--- src/rtl/bcd_disp_pkg.sv ---
// Shared types and glyph constants for the multiplexed BCD seven-segment display.
// All segment and anode encodings are active-low.
package bcd_disp_pkg;

  typedef enum logic {
    BLANK = 1'b0,
    DRIVE = 1'b1
  } state_e;

  localparam logic [6:0] SEG_OFF  = 7'h7F;
  localparam logic [6:0] SEG_DASH = 7'h3F;

  localparam logic [6:0] SEG_0 = 7'h40;
  localparam logic [6:0] SEG_1 = 7'h79;
  localparam logic [6:0] SEG_2 = 7'h24;
  localparam logic [6:0] SEG_3 = 7'h30;
  localparam logic [6:0] SEG_4 = 7'h19;
  localparam logic [6:0] SEG_5 = 7'h12;
  localparam logic [6:0] SEG_6 = 7'h02;
  localparam logic [6:0] SEG_7 = 7'h78;
  localparam logic [6:0] SEG_8 = 7'h00;
  localparam logic [6:0] SEG_9 = 7'h10;

  localparam logic [3:0] AN_OFF = 4'b1111;

endpackage

--- src/rtl/bcd_scan_display_decode.sv ---
// Combinational nibble to active-low {g,f,e,d,c,b,a} decoder.
// Any non-BCD nibble (above 9) renders as a dash.
module seg7_decode
  import bcd_disp_pkg::*;
(
  input  logic [3:0] nib,
  output logic [6:0] seg
);

  always_comb begin
    seg = SEG_DASH;
    case (nib)
      4'd0: seg = SEG_0;
      4'd1: seg = SEG_1;
      4'd2: seg = SEG_2;
      4'd3: seg = SEG_3;
      4'd4: seg = SEG_4;
      4'd5: seg = SEG_5;
      4'd6: seg = SEG_6;
      4'd7: seg = SEG_7;
      4'd8: seg = SEG_8;
      4'd9: seg = SEG_9;
      default: seg = SEG_DASH;
    endcase
  end

endmodule

--- src/rtl/bcd_scan_display.sv ---
// Four-digit common-anode scan driver with a shadow/active double buffer that
// only swaps at frame boundaries, one blank cycle per digit slot against ghosting.
//
// Handshake: a transfer happens on any rising clk edge where in_valid && in_ready;
// in_ready is high exactly when the shadow register is empty, and upstream must
// hold bcd_hi/bcd_lo stable while in_valid is high and in_ready is low.
module bcd_scan_display
  import bcd_disp_pkg::*;
#(
  parameter int CLK_DIV = 50000
) (
  input  logic       clk,
  input  logic       rst_n,
  input  logic [7:0] bcd_hi,
  input  logic [7:0] bcd_lo,
  input  logic       in_valid,
  output logic       in_ready,
  input  logic       lz_en,
  output logic [3:0] an,
  output logic [6:0] seg,
  output logic       frame_tick,
  output state_e     dbg_state
);

  localparam int CNT_W = $clog2(CLK_DIV);
  localparam logic [CNT_W-1:0] CNT_LAST = CNT_W'(CLK_DIV - 1);

  logic [CNT_W-1:0] cnt;
  logic [1:0]       dig;
  state_e           state_q;
  state_e           state_d;
  logic [15:0]      active;
  logic [15:0]      shadow;
  logic             pending;

  logic       cnt_last;
  logic       boundary;
  logic       accept;
  logic [3:0] cur_nib;
  logic [6:0] dec_seg;
  logic       lz_blank;
  logic       z3, z2, z1;

  assign cnt_last   = (cnt == CNT_LAST);
  assign boundary   = cnt_last && (dig == 2'd3);
  assign frame_tick = boundary;
  assign in_ready   = ~pending;
  assign accept     = in_valid && in_ready;
  assign dbg_state  = state_q;

  // Prescaler and digit-slot counter
  always_ff @(posedge clk or negedge rst_n) begin
    if (!rst_n) begin
      cnt <= '0;
      dig <= 2'd0;
    end else begin
      cnt <= cnt_last ? '0 : cnt + 1'b1;
      if (cnt_last) dig <= dig + 2'd1;
    end
  end

  always_ff @(posedge clk or negedge rst_n) begin
    if (!rst_n) state_q <= BLANK;
    else        state_q <= state_d;
  end

  always_comb begin
    state_d = state_q;
    case (state_q)
      BLANK:   state_d = DRIVE;
      DRIVE:   if (cnt_last) state_d = BLANK;
      default: state_d = BLANK;
    endcase
  end

  // The swap only happens when shadow is full, so accept and swap never collide.
  always_ff @(posedge clk or negedge rst_n) begin
    if (!rst_n) begin
      active  <= 16'h0000;
      shadow  <= 16'h0000;
      pending <= 1'b0;
    end else if (boundary && pending) begin
      active  <= shadow;
      pending <= 1'b0;
    end else if (accept) begin
      shadow  <= {bcd_hi, bcd_lo};
      pending <= 1'b1;
    end
  end

  always_comb begin
    cur_nib = active[3:0];
    case (dig)
      2'd0: cur_nib = active[3:0];
      2'd1: cur_nib = active[7:4];
      2'd2: cur_nib = active[11:8];
      2'd3: cur_nib = active[15:12];
      default: cur_nib = active[3:0];
    endcase
  end

  seg7_decode u_decode (
    .nib (cur_nib),
    .seg (dec_seg)
  );

  // A digit is a leading zero when it and every digit to its left are zero.
  assign z3 = (active[15:12] == 4'd0);
  assign z2 = z3 && (active[11:8] == 4'd0);
  assign z1 = z2 && (active[7:4] == 4'd0);

  always_comb begin
    lz_blank = 1'b0;
    case (dig)
      2'd3: lz_blank = lz_en && z3;
      2'd2: lz_blank = lz_en && z2;
      2'd1: lz_blank = lz_en && z1;
      default: lz_blank = 1'b0;
    endcase
  end

  // Outputs load from the next state so they line up with the FSM cycle;
  // whenever the next state is DRIVE, dig is not about to change.
  always_ff @(posedge clk or negedge rst_n) begin
    if (!rst_n) begin
      an  <= AN_OFF;
      seg <= SEG_OFF;
    end else if (state_d == DRIVE) begin
      an  <= ~(4'b0001 << dig);
      seg <= lz_blank ? SEG_OFF : dec_seg;
    end else begin
      an  <= AN_OFF;
      seg <= SEG_OFF;
    end
  end

endmodule
--- config.mk ---
export PLATFORM = sky130hd
export DESIGN_NAME = bcd_scan_display
export DESIGN_NICKNAME = d
export VERILOG_FILES = /design/src/rtl/bcd_disp_pkg.sv /design/src/rtl/bcd_scan_display_decode.sv /design/src/rtl/bcd_scan_display.sv
export SDC_FILE = /design/constraint.sdc
export NUM_CORES = 1
export LEC_CHECK = 0
export CAP_MARGIN = 0
export CORE_ASPECT_RATIO = 1.75
export CORE_UTILIZATION = 55
export DETAILED_ROUTE_END_ITERATION = 16
export PLACE_DENSITY = 0.82
export SLEW_MARGIN = 20
export SYNTH_ARGS = -nofsm -noshare
export SYNTH_HDL_FRONTEND = slang
export SYNTH_HIERARCHICAL = 1
export SYNTH_SLANG_ARGS = --single-unit
export TNS_END_PERCENT = 20
--- constraint.sdc ---
create_clock -name clk -period 3 [get_ports clk]
set_input_delay 0.9 -clock clk [delete_from_list [all_inputs] [get_ports clk]]
set_output_delay 0.9 -clock clk [all_outputs]
set_load 0.02 [all_outputs]
==> metrics <==
M2 GR Usage 0.428; P&R area growth vs syn 21.7%; r2r startpoint dig[0]; Finished Core Util 0.709; DR vias 1987; Top Family by Delay on Critical Path simple AND/OR/NAND/NOR gates; unique cell type count in the Yosys netlist 43; MaxCap Viol Count 0; CP Capture Type output pin; DR pass1 iterations 11; outcome complete, but fails checks; syn_nets 270; CP Max Fanout 4; R2R Path End seg[0]; first-pass GRT wire length 9780 µm; RD Place Congestion 0.899; GR Util All Layers 0.235; nets 319; CTS buffer count 9; Mapped Cells 239; clock skew 7.68 ps; Clock Sinks 63; initial antenna violation count 0; VDD IR max 0.279 mV; Leak 0.00167 µW; design area 3590 µm²; crit share post-route 0.939; total power about 1700 µW; total negative setup slack 0 ps; share of cells above drive strength 1 0.297; placed cell area 3380 µm²; syn_area_per_cell 12.3 µm²; final wirelength about 5800 µm; worst min-delay path class input port to async pin; core area 5060 µm²; met3 Use GR 0.0420; CTS Hold Bufs 0; CTS H-tree lvls 3; Synth warnings 6; Antenna diodes 0; kind of critical path flip-flop to output pin; CTS tree done; PD cells 473 nW/µm²; Levels on crit path 4; busiest grt layer met2; die width 57.4 µm; IO Count 34; CP max stage cell or4b_1; Die ar. about 5700 µm²; FILL cells just under 400; Worst Setup EP frame_tick; M1 GR Usage 0.232; crit path cell chain or4b_1 -> nor4_4 -> and2_2 -> clkbuf_2; Avg WL per Cell 16.8 µm; RSZ-0062 raised after global routing no; post-route ant nets 0; Final min period 2820 ps; crit path DAT about 1900 ps; normalized max-slew margin 0.487; Clock transition at path regs 70 ps; CTS Buffer Depth 2; highest clock rate 355 MHz; Initial Utilization 0.583; failing checks DRC; Finished Layout Cells 347; Clock Root Buffer clkbuf_8; commonest non-fill, non-tap cells in the layout dfrtp_1, clkdlybuf4s50_1, mux2_2; commonest non-fill, non-tap cell in the layout dfrtp_1; DP Cell Count 331; post-CTS setup buffer count 0; DRC errors left 3; Hold Vio Cnt, Final 0; port buffer count 33; Slew Viols, Final 0; number of synthesized register bits 63; worst-margin pin slew 748 ps; Clk Latency, worst-skew pair 340 ps; Die Ht 98.9 µm; CP startpoint kind flip-flop; initial drt markers a little over 80; Post-Synthesis Cell Area 2950 µm²; Seq/Total Area, Yosys 0.539; largest net degree at the start of global routing 30; FP Rows 34; GRT overflow 0; CP max stage delay 530 ps; setup violators final 0; Via density between 5 and 6; register-to-register setup slack 470 ps; WP buf/inv 1; HPWL after detailed placement between 4000 and 5000 µm; vias in the first global route 2128; Setup crit start cnt[10]; Req. time, crit path between 2000 and 2500 ps; worst r2r path cells 10; post-CTS sizing 1
-- worst min-delay path by stage --
| stage | start | endpoint | slack (ps) | cells after the start |
|---|---|---|---|---|
| 2_1_floorplan | cnt[0] | cnt[0] | 450 | 1 |
| 4_1_cts | rst_n | shadow[2] | 430 | 1 |
| 3_3_place_gp | cnt[0] | cnt[0] | 470 | 1 |
| 5_1_grt | rst_n | shadow[2] | 450 | 1 |
| 3_5_place_dp | cnt[0] | cnt[0] | 480 | 1 |
| 6_report | rst_n | shadow[2] | 430 | 1 |
-- Yosys cell counts (all sizes together) --
cell type  count  area [µm²]
and4bb         1        12.5
clkbuf         2        7.51
ha            11         138
mux2i          4        40.0
and3           1        6.26
dfstp         11         289
nor4bb         1        10.0
or3            1        6.26
and2           2        13.8
and4           2        17.5
nor2b          3        18.8
and4b          1        10.0
or4b           3        30.0
o41ai          1        8.76
nor4           6        43.8
mux2          32         394
buf            6        55.1
a21oi          5        28.8
nand3          5        25.0
nand4          5        31.3
nor3           4        20.0
xnor2          6        52.6
nand3b         1        7.51
inv           11        41.3
nand2b         2        12.5
nand2         15        56.3
o21ai          6        30.0
or2b           1        7.51
a22o           1        8.76
a222oi         4        40.0
nor2          17        63.8
dfrtp         52        1300
or2            8        52.6
xor2           8        70.1
-- cell type report --
| type | count | area [µm²] | area share |
|---|---|---|---|
| clock inverters | 5 | 56.3 | 0.0157 |
| multi-input cells | 157 | 1260 | 0.352 |
| well taps | 54 | 67.6 | 0.0188 |
| clock buffers | 11 | 151 | 0.0422 |
| repair buffers | 46 | 418 | 0.116 |
| inverters | 11 | 41.3 | 0.0115 |
| flip-flops and latches | 63 | 1590 | 0.443 |
-- state kept, by name, summed over array words and instances, names as in the netlist --
register and cells:
seg 7, dig 2, pending 1, shadow 16, an 4, dbg_state 1, cnt 16, active 16
-- kinds of logic after synthesis --
group,Yosys count,share of synthesized area
xor gates and xnor gates,14,0.0416
DFF,63,0.539
AOI/OAI and AO/OA,17,0.0394
and+or+nand+nor,79,0.151
adders and majority gates,11,0.0466
muxes,36,0.147
buffers and inverters,19,0.0352
-- metrics by stage --
stage | setup WS (ps) | hold WS, ps
floorplan | 629 | 455
detailed placement | 149 | 476
global route | 73.3 | 451
global placement | 169 | 465
finish | 182 | 434
CTS | 47.2 | 431
-- metal layers --
layer / part of all wire / vias up
met4: 0.021 / 0
met3: 0.035 / 13
met5: 0 / -
met1: 0.37 / 987
li1: - / 937
met2: 0.58 / 50
-- report_power, final --
group / switching (µW) / internal, µW / total, µW
combinational: 24.7 / 40.9 / 65.6
sequential: 13.2 / 875 / 889
clock: 316 / 427 / 743
No activity file was read; power rests on OpenSTA's default activity.
==> RTL edit 1: new RTL, same settings <==
The parameter `CLK_DIV` goes from 50000 to 100000.
--- a/src/rtl/bcd_scan_display.sv
+++ b/src/rtl/bcd_scan_display.sv
@@ -7,7 +7,7 @@
 module bcd_scan_display
   import bcd_disp_pkg::*;
 #(
-  parameter int CLK_DIV = 50000
+  parameter int CLK_DIV = 100000
 ) (
   input  logic       clk,
   input  logic       rst_n,
Behaviour: no difference found for any inputs over 10 cycles, from zero or initial values and one cycle with rst_n low; that may be too few to reach the edited logic, so the function may still have changed.
==> RTL edit 1 against the original RTL <==
The run ends with DRC, setup timing left. Wire length fell by 11%. Sequential power rose by 2%. Total power rose by 2.3%. Cell area rose by 1.4%. Global-route usage fell by 2.1 points. Non-clock buffer count fell by 2. Synthesized area rose by 1.4%. Sequential cell count rose by 1. Setup slack got worse by 0.22 ns. Largest cell class unchanged.
==> RTL edit 1: results <==
set metrics [dict create \
    antenna_found_initial 0 \
    met3_usage 0.0611 \
    p_clk_frac 0.442 \
    finClkSkew_ns 0.00691 \
    ctsResizeCount 7 \
    avgRoutedWirePerCell_um 14.9 \
    drc 2 \
    wl_met2_um 2860 \
    gr-usage-met2 0.363 \
    hold_ws_ns 0.492 \
    seq_cell_count 64 \
    largest_registers "cnt (17), active (16), shadow (16)" \
    fin_setup_tns_ns -0.0334 \
    drive_above_1_share 0.266 \
    crit_slowest_cell "or4_4" \
    p_leak_nw 1.62 \
    dp_slack_ns -0.206 \
    cts_setup_buffers 1 \
    nNonClkInverters 10 \
    ys_seq_area_frac 0.540 \
    nFillCells 376 \
    worst_pin_slew_ns 0.801 \
    routabilityCongestion 0.854 \
    grt_pass1_vias 2013 \
    grtUsageTotal 0.213 \
    synth_commonest_cells "dfrtp_1 (53), mux2_2 (23), nand2_1 (21)" \
    buf_share 0.116 \
    holdCritPathClass "reg2reg" \
    status "finished with violations" \
    synth_cell_types 44 \
    switching_share 0.191 \
    avgViaCountPerCell 5.65 \
    yosys.area.top_type "dfrtp_1" \
    syn_nets 272 \
    startpoint "cnt[14]$_DFF_PN0_" \
    synth_area_leaders "dfrtp_1 (44%), dfstp_2 (9.7%), mux2_2 (8.7%)" \
    clkbuf_count 14 \
    regArea_sq_um 1620 \
    placed_area_sq_um 3410 \
    setup_slack_ns -0.0334 \
    p_sw_mw 0.332 \
    nNonClkBuffers 44 \
    multi_input_cells 159 \
    grt_pass1_wl_um 9110 \
    drt_iter0_drc 69 \
    dp_hpwl_um 3890 \
    setup_viol 1 \
    powerComb_mw 0.0660 \
    seq_share 0.444 \
    grt_max_degree 37 \
    violations "DRC, setup timing" \
    synthCells 241 \
    critPathArrivalTime_ns 2.13 \
    regToRegSetupSlack_ns 0.68 \
    multi_input_area_sq_um 1280 \
    wirelength_um 5200 \
    crit_fanout 2 \
    vdd_drop_max_mv 0.402 \
    met1Wirelength_um 1980 \
]
==> RTL edit 1: cell count changes after synthesis, moves of 3 or more <==
| cell | before | now |
|---|---|---|
| xnor2_1 | 6 | 11 |
| nor4_1 | 5 | 2 |
| or2_2 | 7 | 0 |
| nand2_1 | 15 | 21 |
| xor2_1 | 8 | 2 |
| nand3b_1 | 1 | 7 |
==> RTL edit 1: worst register-to-register path: stages, from the launching register on <==
cell and delay (ns):
dfrtp_1 0.40, inv_1 0.14, ha_1 0.30, a222oi_1 0.14
mux2i_1 0.37, inv_1 0.15, ha_1 0.20, or2_4 0.23
a21oi_1 0.13, nor2_1 0.05, nand3b_1 0.14
==> RTL edit 1: cells by family after synthesis <==
kind of cell | count (synthesis) | synth area share
AND/OR/NAND/NOR | 79 | 0.152
flip-flops | 64 | 0.540
multiplexers | 36 | 0.145
AO/OA/AOI/OAI | 20 | 0.0456
buffers and inverters | 18 | 0.0335
XOR/XNOR | 13 | 0.0381
adder cells (fa/ha/maj) | 11 | 0.0460
==> RTL edit 2: new RTL, same flow settings <==
Made on the original files. Make the reset (`rst_n`) synchronous in 4 clocked blocks.
--- a/src/rtl/bcd_scan_display.sv
+++ b/src/rtl/bcd_scan_display.sv
@@ -49,7 +49,7 @@
   assign dbg_state  = state_q;
 
   // Prescaler and digit-slot counter
-  always_ff @(posedge clk or negedge rst_n) begin
+  always_ff @(posedge clk) begin
     if (!rst_n) begin
       cnt <= '0;
       dig <= 2'd0;
@@ -59,7 +59,7 @@
     end
   end
 
-  always_ff @(posedge clk or negedge rst_n) begin
+  always_ff @(posedge clk) begin
     if (!rst_n) state_q <= BLANK;
     else        state_q <= state_d;
   end
@@ -74,7 +74,7 @@
   end
 
   // The swap only happens when shadow is full, so accept and swap never collide.
-  always_ff @(posedge clk or negedge rst_n) begin
+  always_ff @(posedge clk) begin
     if (!rst_n) begin
       active  <= 16'h0000;
       shadow  <= 16'h0000;
@@ -121,7 +121,7 @@
 
   // Outputs load from the next state so they line up with the FSM cycle;
   // whenever the next state is DRIVE, dig is not about to change.
-  always_ff @(posedge clk or negedge rst_n) begin
+  always_ff @(posedge clk) begin
     if (!rst_n) begin
       an  <= AN_OFF;
       seg <= SEG_OFF;
Formal check against the unedited RTL: differs if rst_n is asserted again (counterexample within 4 cycles, from zero or initial values and one cycle with rst_n low); with rst_n held inactive, the same outputs for 10 cycles.
==> RTL edit 2 against the original RTL <==
Sequential cell count unchanged. Cell area shrank 7.8%. Via count up 22%. Core utilization decreased by 3.9 points. Register-to-register slack better by 0.15 ns. Synthesized area is 4.5% lower. Total power is 5.5% lower. Non-clock buffer count is 6 lower. Wire length rose by 7.1%. Largest cell class is now multi-input combinational cells. Sequential power shrank 2%. Global-route usage increased by 0.37 points. Setup slack better by 0.25 ns.
==> RTL edit 2: results <==
set metrics [dict create \
    dp_slack_ns 0.474 \
    final_util 0.670 \
    finClkSkew_ns 0.00998 \
    clock_area_frac 0.0495 \
    nNonClkBuffers 40 \
    dr.pass1.iters 5 \
    relSlewSlack 0.366 \
    grt_max_degree 36 \
    wl_met2_um 3360 \
    grtUsageTotal 0.238 \
    synth_commonest_cells "dfxtp_1 (63), nand2_1 (41), a21oi_1 (38)" \
    synth_area_leaders "dfxtp_1 (45%), a21oi_1 (6.8%), nand2_1 (5.5%)" \
    regArea_sq_um 1260 \
    gr-usage-met2 0.425 \
    multi_input_cells 228 \
    cp_slowest_stage_delay_ns 0.37 \
    hold_ws_ns 0.459 \
    p_leak_nw 1.19 \
    status "complete, no violations" \
    nFillCells 436 \
    vdd_drop_max_mv 0.386 \
    core_area_sq_um 4930 \
    startpoint "cnt[10]$_SDFF_PP0_" \
    r2r-start "dig[0]$_SDFFE_PN0N_" \
    drive_above_1_share 0.0608 \
    drt_iter0_drc 91 \
    ys_seq_area_frac 0.448 \
    use_met1 0.253 \
    synthFlopType "dfxtp_1" \
    grt_pass1_vias 2243 \
    avgRoutedWirePerCell_um 15.0 \
    placed_area_sq_um 3140 \
    met3_usage 0.0588 \
    r2r-end "seg[2]$_SDFF_PP1_" \
    routed-via-count 2420 \
    avgViaCountPerCell 5.82 \
    crit_slowest_cell "nor4b_2" \
    synth_cell_types 42 \
    critPathArrivalTime_ns 1.67 \
    async_flop_share 0 \
]
-- RTL edit 2: cell types whose count changed in the layout (fill, tap and decap cells not counted), moves of 7 or more --
cell / delta
dfxtp_1: +63
dfrtp_1: -52
a21oi_1: +34
nand2_1: +26
mux2_2: -23
nand4_1: +14
o21ai_0: +14
dfstp_2: -11
mux2_4: -9
or2_2: -7
xnor2_1: +7
xor2_1: -7
-- RTL edit 2: cells by family after synthesis --
family,share of synthesized area
DFF,0.448
AOI/OAI and AO/OA,0.139
muxes,0.0178
buffers and inverters,0.0671
and+or+nand+nor,0.236
adders and majority gates,0.0489
xor gates and xnor gates,0.0435
-- RTL edit 2: critical path: cells and delay by family, from the launching register on --
family                 cells  cell delay (ns)
buffers and inverters      1             0.26
DFF                        1             0.36
and+or+nand+nor            3             0.72
-- RTL edit 2: power by group --
group          switching, mW  internal [mW]  leakage, nW
Combinational         0.0497         0.0487        0.587
Sequential            0.0122          0.859        0.514
Clock                  0.299          0.335       0.0854
